===== config.mk =====
export PLATFORM = sky130hd
export DESIGN_NAME = data_cache_ctrl
export DESIGN_NICKNAME = d
export VERILOG_FILES = /design/src/rtl/data_cache_ctrl.sv
export SDC_FILE = /design/constraint.sdc
export NUM_CORES = 1
export LEC_CHECK = 0
export BUFFER_PORTS_ARGS = -buffer_cell sky130_fd_sc_hd__clkbuf_2
export CAP_MARGIN = 40
export CORE_MARGIN = 3
export CORE_UTILIZATION = 62
export DETAILED_ROUTE_END_ITERATION = 12
export HOLD_SLACK_MARGIN = 0.15
export PLACE_DENSITY = 0.86
export SETUP_SLACK_MARGIN = 0.4
export SYNTH_ARGS = -nofsm -noshare
export SYNTH_HDL_FRONTEND = slang
export SYNTH_SLANG_ARGS = --single-unit

===== constraint.sdc =====
create_clock -name CLK -period 4.7 [get_ports CLK]
set_input_delay 0.47 -clock CLK [delete_from_list [all_inputs] [get_ports CLK]]
set_output_delay 0.47 -clock CLK [all_outputs]
set_load 0.03 [all_outputs]

===== src/rtl/data_cache_ctrl.sv =====
// Direct-mapped, write-back, write-allocate data cache controller with block-wide memory
// interface and saturating hit/miss statistics counters.
module data_cache_ctrl #(
   parameter int unsigned DATA_W = 8,
   parameter int unsigned ADDR_W = 8,
   parameter int unsigned WORDS  = 4,
   parameter int unsigned SETS   = 8,
   parameter int unsigned CNT_W  = 16
) (
   input  logic                            CLK,
   input  logic                            RESET,
   input  logic                            READ,
   input  logic                            WRITE,
   input  logic [ADDR_W-1:0]               ADDRESS,
   input  logic [DATA_W-1:0]               WRITEDATA,
   output logic [DATA_W-1:0]               READDATA,
   output logic                            BUSYWAIT,
   output logic                            MEM_READ,
   output logic                            MEM_WRITE,
   output logic [ADDR_W-$clog2(WORDS)-1:0] MEM_ADDRESS,
   output logic [DATA_W*WORDS-1:0]         MEM_WRITEDATA,
   input  logic [DATA_W*WORDS-1:0]         MEM_READDATA,
   input  logic                            MEM_BUSYWAIT,
   output logic [CNT_W-1:0]                HIT_COUNT,
   output logic [CNT_W-1:0]                MISS_COUNT
);

   localparam int unsigned OFF_W  = $clog2(WORDS);
   localparam int unsigned IDX_W  = $clog2(SETS);
   localparam int unsigned TAG_W  = ADDR_W - IDX_W - OFF_W;
   localparam int unsigned BLK_W  = ADDR_W - OFF_W;
   localparam int unsigned LINE_W = DATA_W * WORDS;

   typedef enum logic [1:0] {StIdle, StWriteBack, StFetch, StUpdate} state_e;

   state_e              state_q, state_d;
   logic                first_q, first_d;
   logic                mem_read_q, mem_read_d;
   logic                mem_write_q, mem_write_d;
   logic [BLK_W-1:0]    mem_addr_q, mem_addr_d;
   logic [LINE_W-1:0]   mem_wdata_q, mem_wdata_d;
   logic [TAG_W-1:0]    miss_tag_q, miss_tag_d;
   logic [IDX_W-1:0]    miss_idx_q, miss_idx_d;
   logic                miss_pend_q, miss_pend_d;
   logic [SETS-1:0]     valid_q, valid_d;
   logic [SETS-1:0]     dirty_q, dirty_d;
   logic [CNT_W-1:0]    hit_cnt_q, hit_cnt_d;
   logic [CNT_W-1:0]    miss_cnt_q, miss_cnt_d;

   // Tag and data arrays carry no reset; valid bits qualify them.
   logic [TAG_W-1:0]    tag_q  [SETS];
   logic [LINE_W-1:0]   line_q [SETS];

   logic [TAG_W-1:0]    addr_tag;
   logic [IDX_W-1:0]    addr_idx;
   logic [OFF_W-1:0]    addr_off;
   logic                req, wr, rd, hit, idle_hit;
   logic [DATA_W-1:0]   rd_word;

   assign addr_tag = ADDRESS[ADDR_W-1 -: TAG_W];
   assign addr_idx = ADDRESS[OFF_W +: IDX_W];
   assign addr_off = ADDRESS[OFF_W-1:0];
   assign req      = READ | WRITE;
   assign wr       = WRITE;
   assign rd       = READ & ~WRITE;
   assign hit      = valid_q[addr_idx] & (tag_q[addr_idx] == addr_tag);
   assign idle_hit = (state_q == StIdle) & req & hit;
   assign rd_word  = line_q[addr_idx][addr_off*DATA_W +: DATA_W];

   // Reset forces the stall low at once even while the cpu still holds its request.
   assign BUSYWAIT      = RESET & req & ~((state_q == StIdle) & hit);
   assign READDATA      = ((state_q == StIdle) & rd & hit) ? rd_word : '0;
   assign MEM_READ      = mem_read_q;
   assign MEM_WRITE     = mem_write_q;
   assign MEM_ADDRESS   = mem_addr_q;
   assign MEM_WRITEDATA = mem_wdata_q;
   assign HIT_COUNT     = hit_cnt_q;
   assign MISS_COUNT    = miss_cnt_q;

   always_comb begin
      state_d     = state_q;
      first_d     = 1'b0;
      mem_read_d  = mem_read_q;
      mem_write_d = mem_write_q;
      mem_addr_d  = mem_addr_q;
      mem_wdata_d = mem_wdata_q;
      miss_tag_d  = miss_tag_q;
      miss_idx_d  = miss_idx_q;
      miss_pend_d = miss_pend_q;
      valid_d     = valid_q;
      dirty_d     = dirty_q;
      hit_cnt_d   = hit_cnt_q;
      miss_cnt_d  = miss_cnt_q;
      unique case (state_q)
         StIdle: begin
            if (req && !hit) begin
               miss_cnt_d  = (miss_cnt_q == {CNT_W{1'b1}}) ? miss_cnt_q : miss_cnt_q + 1'b1;
               miss_pend_d = 1'b1;
               miss_tag_d  = addr_tag;
               miss_idx_d  = addr_idx;
               first_d     = 1'b1;
               if (valid_q[addr_idx] && dirty_q[addr_idx]) begin
                  state_d     = StWriteBack;
                  mem_write_d = 1'b1;
                  mem_addr_d  = {tag_q[addr_idx], addr_idx};
                  mem_wdata_d = line_q[addr_idx];
               end else begin
                  state_d    = StFetch;
                  mem_read_d = 1'b1;
                  mem_addr_d = {addr_tag, addr_idx};
               end
            end else if (idle_hit) begin
               // The hit that completes a missed access is not counted as a hit.
               if (!miss_pend_q) begin
                  hit_cnt_d = (hit_cnt_q == {CNT_W{1'b1}}) ? hit_cnt_q : hit_cnt_q + 1'b1;
               end
               miss_pend_d = 1'b0;
               if (wr) begin
                  dirty_d[addr_idx] = 1'b1;
               end
            end
         end
         StWriteBack: begin
            if (!first_q && !MEM_BUSYWAIT) begin
               state_d     = StFetch;
               first_d     = 1'b1;
               mem_write_d = 1'b0;
               mem_read_d  = 1'b1;
               mem_addr_d  = {miss_tag_q, miss_idx_q};
            end
         end
         StFetch: begin
            if (!first_q && !MEM_BUSYWAIT) begin
               state_d    = StUpdate;
               mem_read_d = 1'b0;
            end
         end
         StUpdate: begin
            state_d             = StIdle;
            valid_d[miss_idx_q] = 1'b1;
            dirty_d[miss_idx_q] = 1'b0;
         end
         default: state_d = StIdle;
      endcase
   end

   always_ff @(posedge CLK or negedge RESET) begin
      if (!RESET) begin
         state_q     <= StIdle;
         first_q     <= 1'b0;
         mem_read_q  <= 1'b0;
         mem_write_q <= 1'b0;
         mem_addr_q  <= '0;
         mem_wdata_q <= '0;
         miss_tag_q  <= '0;
         miss_idx_q  <= '0;
         miss_pend_q <= 1'b0;
         valid_q     <= '0;
         dirty_q     <= '0;
         hit_cnt_q   <= '0;
         miss_cnt_q  <= '0;
      end else begin
         state_q     <= state_d;
         first_q     <= first_d;
         mem_read_q  <= mem_read_d;
         mem_write_q <= mem_write_d;
         mem_addr_q  <= mem_addr_d;
         mem_wdata_q <= mem_wdata_d;
         miss_tag_q  <= miss_tag_d;
         miss_idx_q  <= miss_idx_d;
         miss_pend_q <= miss_pend_d;
         valid_q     <= valid_d;
         dirty_q     <= dirty_d;
         hit_cnt_q   <= hit_cnt_d;
         miss_cnt_q  <= miss_cnt_d;
      end
   end

   always_ff @(posedge CLK) begin
      if (state_q == StUpdate) begin
         line_q[miss_idx_q] <= MEM_READDATA;
         tag_q[miss_idx_q]  <= miss_tag_q;
      end else if (idle_hit && wr) begin
         line_q[addr_idx][addr_off*DATA_W +: DATA_W] <= WRITEDATA;
      end
   end

endmodule


# --- After elaboration in Yosys (flattened, before gate mapping) ---
# Memories as Yosys holds them, arrays and structs flattened.
# Index checks and enable logic that the tools add are counted.
# Widths: inputs -> output; s select.
op_classes:
  addsub: 3
  order_cmp: 4
  n_eq_ne: 14
  shifts: 3
  n_mux: 43
  bitwise: 20
  reduce_logical: 25
ops:
  columns: ["cell", "n"]
  rows:
  - ["$mux 32", 3]
  - ["$neg 5->34", 1]
  - ["$shift 8x34->32 const A", 1]
  - ["$shiftx 8x34->32", 1]
  - ["$add 16x1->16 const B", 2]
  - ["$eq 16x16->1 const B", 2]
  - ["$mux 8", 4]
  - ["$reduce_or 32->1", 1]
  - ["$shiftx 32x6->8", 1]
  - ["$mux 1", 18]
  - ["$mux 6", 3]
  - ["$or 8x8->8", 2]
  - ["$pmux 8 s2", 1]
  - ["$ne 2x2->1 const B", 6]
  - ["$pmux 6 s2", 1]
  - ["$reduce_and 3->1", 4]
  - ["$reduce_and 5->1", 2]
  - ["$and 1x1->1", 9]
  - ["$and 8x8->8", 1]
  - ["$lt 3x4->1 const B", 2]
  - ["$mux 2", 4]
  - ["$not 8->8", 1]
  - ["$pmux 2 s4", 1]
  - ["$reduce_and 4->1", 2]
  - ["18 further kinds", 39]
word_totals:
  regBits: 98
  mem_bits_rw: 280
  input_bits: 53
  out_inout_bits: 81
  memories: 2
memory_table:
  columns: ["name", "words", "word_bits", "rd", "rd_clocked_by_memory_dff", "write_ports", "line", "text"]
  rows:
  - ["line_q", 8, 32, 1, 0, 1, "52", "logic [LINE_W-1:0] line_q [SETS];"]
  - ["tag_q", 8, 3, 1, 0, 1, "51", "logic [TAG_W-1:0] tag_q [SETS];"]

# --- Depth between registers and ports, before layout ---
depth:
  depth_word: 10
  ltp_mapped: 12
  depth_no_buf: 8

# --- Worst setup path before layout ---
# No wires, ideal clock.
synth_path:
  kind: "input port to output port"
  start: "in ADDRESS[2]"
  end: "out READDATA[0]"
  arrival_time_ns: 2.792
  required_ns: 4.230
  slack_ns: 1.438
  stages: 9
  path_cell_list: "buf_6 mux2_2 o22ai_1 or3_1 nand4_1 nor3_1 buf_2 nand2_1 nor3_1"
synth_between:
  elab_chain_cells: 5
synth_lines:
  columns: ["element", "line", "text"]
  rows:
  - ["start: declaration", "14", "input logic [ADDR_W-1:0] ADDRESS,"]
  - ["parallel branches: the longest is 4 deep, another holds $mem_v2 8x32", null, null]
  - ["$mux 8 *", "72", "assign READDATA = ((state_q == StIdle) & rd & hit) ? rd_word : '0;"]
  - ["end: declaration", "16", "output logic [DATA_W-1:0] READDATA,"]
# Mark *: on every way between the ends. The select of a mux whose other input is x is not followed.

# --- Worst setup path after layout ---
layout_path:
  start: "in ADDRESS[2]"
  end: "out READDATA[4]"
# Same word-level chain as after synthesis.

==> results.sh <==
export IMPL_post_dp_cell_area_mm2=0.0175
export IMPL_ys_seq_elements=378
export IMPL_synth_area_mm2=0.0163
export IMPL_die_w_um=168
export IMPL_post_cts_resized=0
export IMPL_critPathCaptureType="primary output"
export IMPL_power_leakage_nw=7.39
export IMPL_fin_crit_sh_pct=83.4
export IMPL_hold_viol_final=0
export IMPL_h_tree_depth=2
export IMPL_cts_setup_buffers=0
export IMPL_nets=1495
export IMPL_p_per_area_mw_per_mm2=520
export IMPL_final_area_mm2=0.0188
export IMPL_setup_viol_count_final=0
export IMPL_most_common_layout_cells="280 x edfxtp_1, 160 x nor2_1, 130 x clkbuf_2"
export IMPL_status="finished, final reports clean"
export IMPL_yosys_area_top_type="edfxtp_1"
export IMPL_drtAntennaViolNets=0
export IMPL_ys_flop_type="edfxtp_1"
export IMPL_worstSkewPairLatency_ns=0.53
export IMPL_start_kind="input port"
export IMPL_layout_drive_gt1_share_pct=21.9
export IMPL_seq_area_frac_synth_pct=66.5
export IMPL_core_area_mm2=0.0255
export IMPL_cts_sinks=378
export IMPL_maxCapViolCount=0
export IMPL_yosys_area_top_type_share_pct=51.4
export IMPL_fmax_mhz=255
export IMPL_ctsRootBufferMaster="clkbuf_16"
export IMPL_ys_warn_count=0
export IMPL_netlist_top_cells_area="edfxtp_1 51%, dfrtp_1 15%, mux2i_1 5.1%, nor2_1 3.7%, mux2_2 3.7%"
export IMPL_hpwlAfterDp_um=28600
export IMPL_cts_tree="built"
export IMPL_synth_distinct_cells=51
export IMPL_gp_congestion=0.940
export IMPL_area_delta_synth_final_pct=15.3
export IMPL_dieArea_mm2=0.0283
export IMPL_die_h_um=168
export IMPL_grt_pass1_vias=11519
export IMPL_crit_path_cell_trace="buf_4, mux2_2, o22ai_1, or3_1, nand4_1, nor3_1, buf_4, nand2_1, nor3_1, clkbuf_2"
export IMPL_min_period_ns=3.92
export IMPL_wl_per_cell_um=24.0
export IMPL_avgSynthCellArea_um2=12.8
export IMPL_row_count=58
export IMPL_num_vias=11608
export IMPL_rsz0062_at_grt="no"
export IMPL_syn_inst=1274
export IMPL_synth_async_reset_ratio_pct=25.9
export IMPL_relSlewSlack_pct=37.7
export IMPL_critical_path_slowest_cell="nor3_1"
export IMPL_routed_wirelength_um=43000
export IMPL_grt_usage_pct=30.0
export IMPL_drt_iter0_markers=1685
export IMPL_crit_fanout=37
export IMPL_path_class="input port to primary output"
export IMPL_drc=0
export IMPL_drv_slew=0
export IMPL_ios=134
export IMPL_cts_made_buffers=39
export IMPL_drt_pass1_iterations=6
export IMPL_cts_buffer_depth=3
export IMPL_start_util_pct=64.0
export IMPL_grt_pass1_wl_um=65600
export IMPL_clkTransAtPathRegs_ns=0.06
export IMPL_worst_slew_pin_slew_ns=0.930
export IMPL_final_setup_tns_ns=0
export IMPL_finClkSkew_ns=0.0115
export IMPL_via_per_inst=6.48
export IMPL_antenna_found_initial=0
export IMPL_fillers=1539
export IMPL_arrival_ns=3.45
export IMPL_antenna_diode_count=0
export IMPL_numPortBuffers=133
export IMPL_synth_nets=1337
export IMPL_grt_max_degree=73
export IMPL_overflow=0
export IMPL_hold_path_class="input port to flip-flop"
export IMPL_cp_slowest_stage_delay_ns=0.53
export IMPL_synth_edf_count=280
export IMPL_crit_family="simple AND/OR/NAND/NOR gates"
export IMPL_layout_commonest_cell="edfxtp_1"
export IMPL_timing_critical_path_buf_inv=3
export IMPL_ir_drop_v=0.000438
export IMPL_required_ns=4.23
sequential cells by signal, indices dropped and copies added (netlist names):
name,count
first_q,1
HIT_COUNT,16
miss_pend_q,1
MEM_READ,1
line_q,256
MEM_ADDRESS,6
dirty_q,8
MEM_WRITEDATA,32
MISS_COUNT,16
MEM_WRITE,1
valid_q,8
tag_q,24
state_q,2
miss_idx_q,3
miss_tag_q,3
through the flow:
| step | total power (W) | setup WS [ns] | cells | util, % | hold WS (ns) |
|---|---|---|---|---|---|
| global route | 0.0101 | 0.697 | 1792 | 73.8 | 0.256 |
| detailed placement | 0.00660 | 0.942 | 1717 | 68.5 | 0.405 |
| finish | 0.00980 | 0.781 | 1792 | 73.8 | 0.248 |
| CTS | 0.00976 | 0.915 | 1789 | 73.7 | 0.235 |
| floorplan | 0.00581 | 1.44 | 1274 | - | 0.174 |
| global placement | 0.00650 | 0.962 | 1703 | 68.1 | 0.404 |
layout make-up:
cell class | count | area, µm² | area share [%]
clock buffers | 47 | 1060 | 5.62
clock inverters | 24 | 265 | 1.41
inverters | 17 | 63.8 | 0.339
multi-input cells | 808 | 5100 | 27.1
flip-flops and latches | 378 | 10900 | 57.6
well taps | 330 | 413 | 2.19
repair buffers | 188 | 1080 | 5.74
repair_timing:
action / in CTS / in global routing
hold buffers: 1 / 0
hold endpoints to repair: 24 / 0
endpoints found under the setup margin: 0 / 0
synth_stat cells, types with 24 or more instances:
| cell type | number |
|---|---|
| edfxtp_1 | 280 |
| nor2_1 | 160 |
| nand2_1 | 123 |
| dfrtp_1 | 98 |
| mux2i_1 | 83 |
| o21ai_0 | 79 |
| mux2_2 | 53 |
| clkbuf_1 | 43 |
| o22ai_1 | 41 |
| a21oi_1 | 34 |
| a22oi_1 | 33 |
| nand3_1 | 24 |
| nor3_1 | 24 |
logic make-up (layout without fill, tap and decap cells):
logic type | after synthesis | in the layout | share of synthesized area, %
multiplexers | 144 | 144 | 9.84
AND/OR/NAND/NOR | 410 | 410 | 11.3
flip-flops | 378 | 378 | 66.5
AO/OA/AOI/OAI | 212 | 212 | 7.58
buffers and inverters | 88 | 276 | 2.34
XOR/XNOR | 32 | 32 | 1.71
adder cells (fa/ha/maj) | 10 | 10 | 0.766
where the power goes:
part	internal [W]	switching (W)
clock	0.00193	0.00125
sequential	0.00416	0.000361
combinational	0.000630	0.00147
layer usage:
metal / up-vias / track usage [%] / part of all wire [%]
met1: 5604 / 40.4 / 36
met2: 850 / 47.9 / 47
met4: 0 / 12.1 / 4.2
li1: 5008 / - / -
met5: - / 0 / 0
met3: 146 / 6.97 / 13
path summary, 6_finish.rpt:
check                           slack [ns]              to  startpoint  cells after the start
worst max-delay path                  0.78     READDATA[4]  ADDRESS[2]                     10
worst min-delay path                  0.25   miss_tag_q[1]  ADDRESS[6]                      2
worst max register to register        1.45    line_q[0][8]  state_q[1]                      8
worst min register to register        0.47      valid_q[2]  valid_q[2]                      1
max in group asynchronous             3.32  MEM_ADDRESS[3]       RESET                      4
min in group asynchronous             0.41  MEM_ADDRESS[4]       RESET                      2
Power figures use the tool's default switching activity.
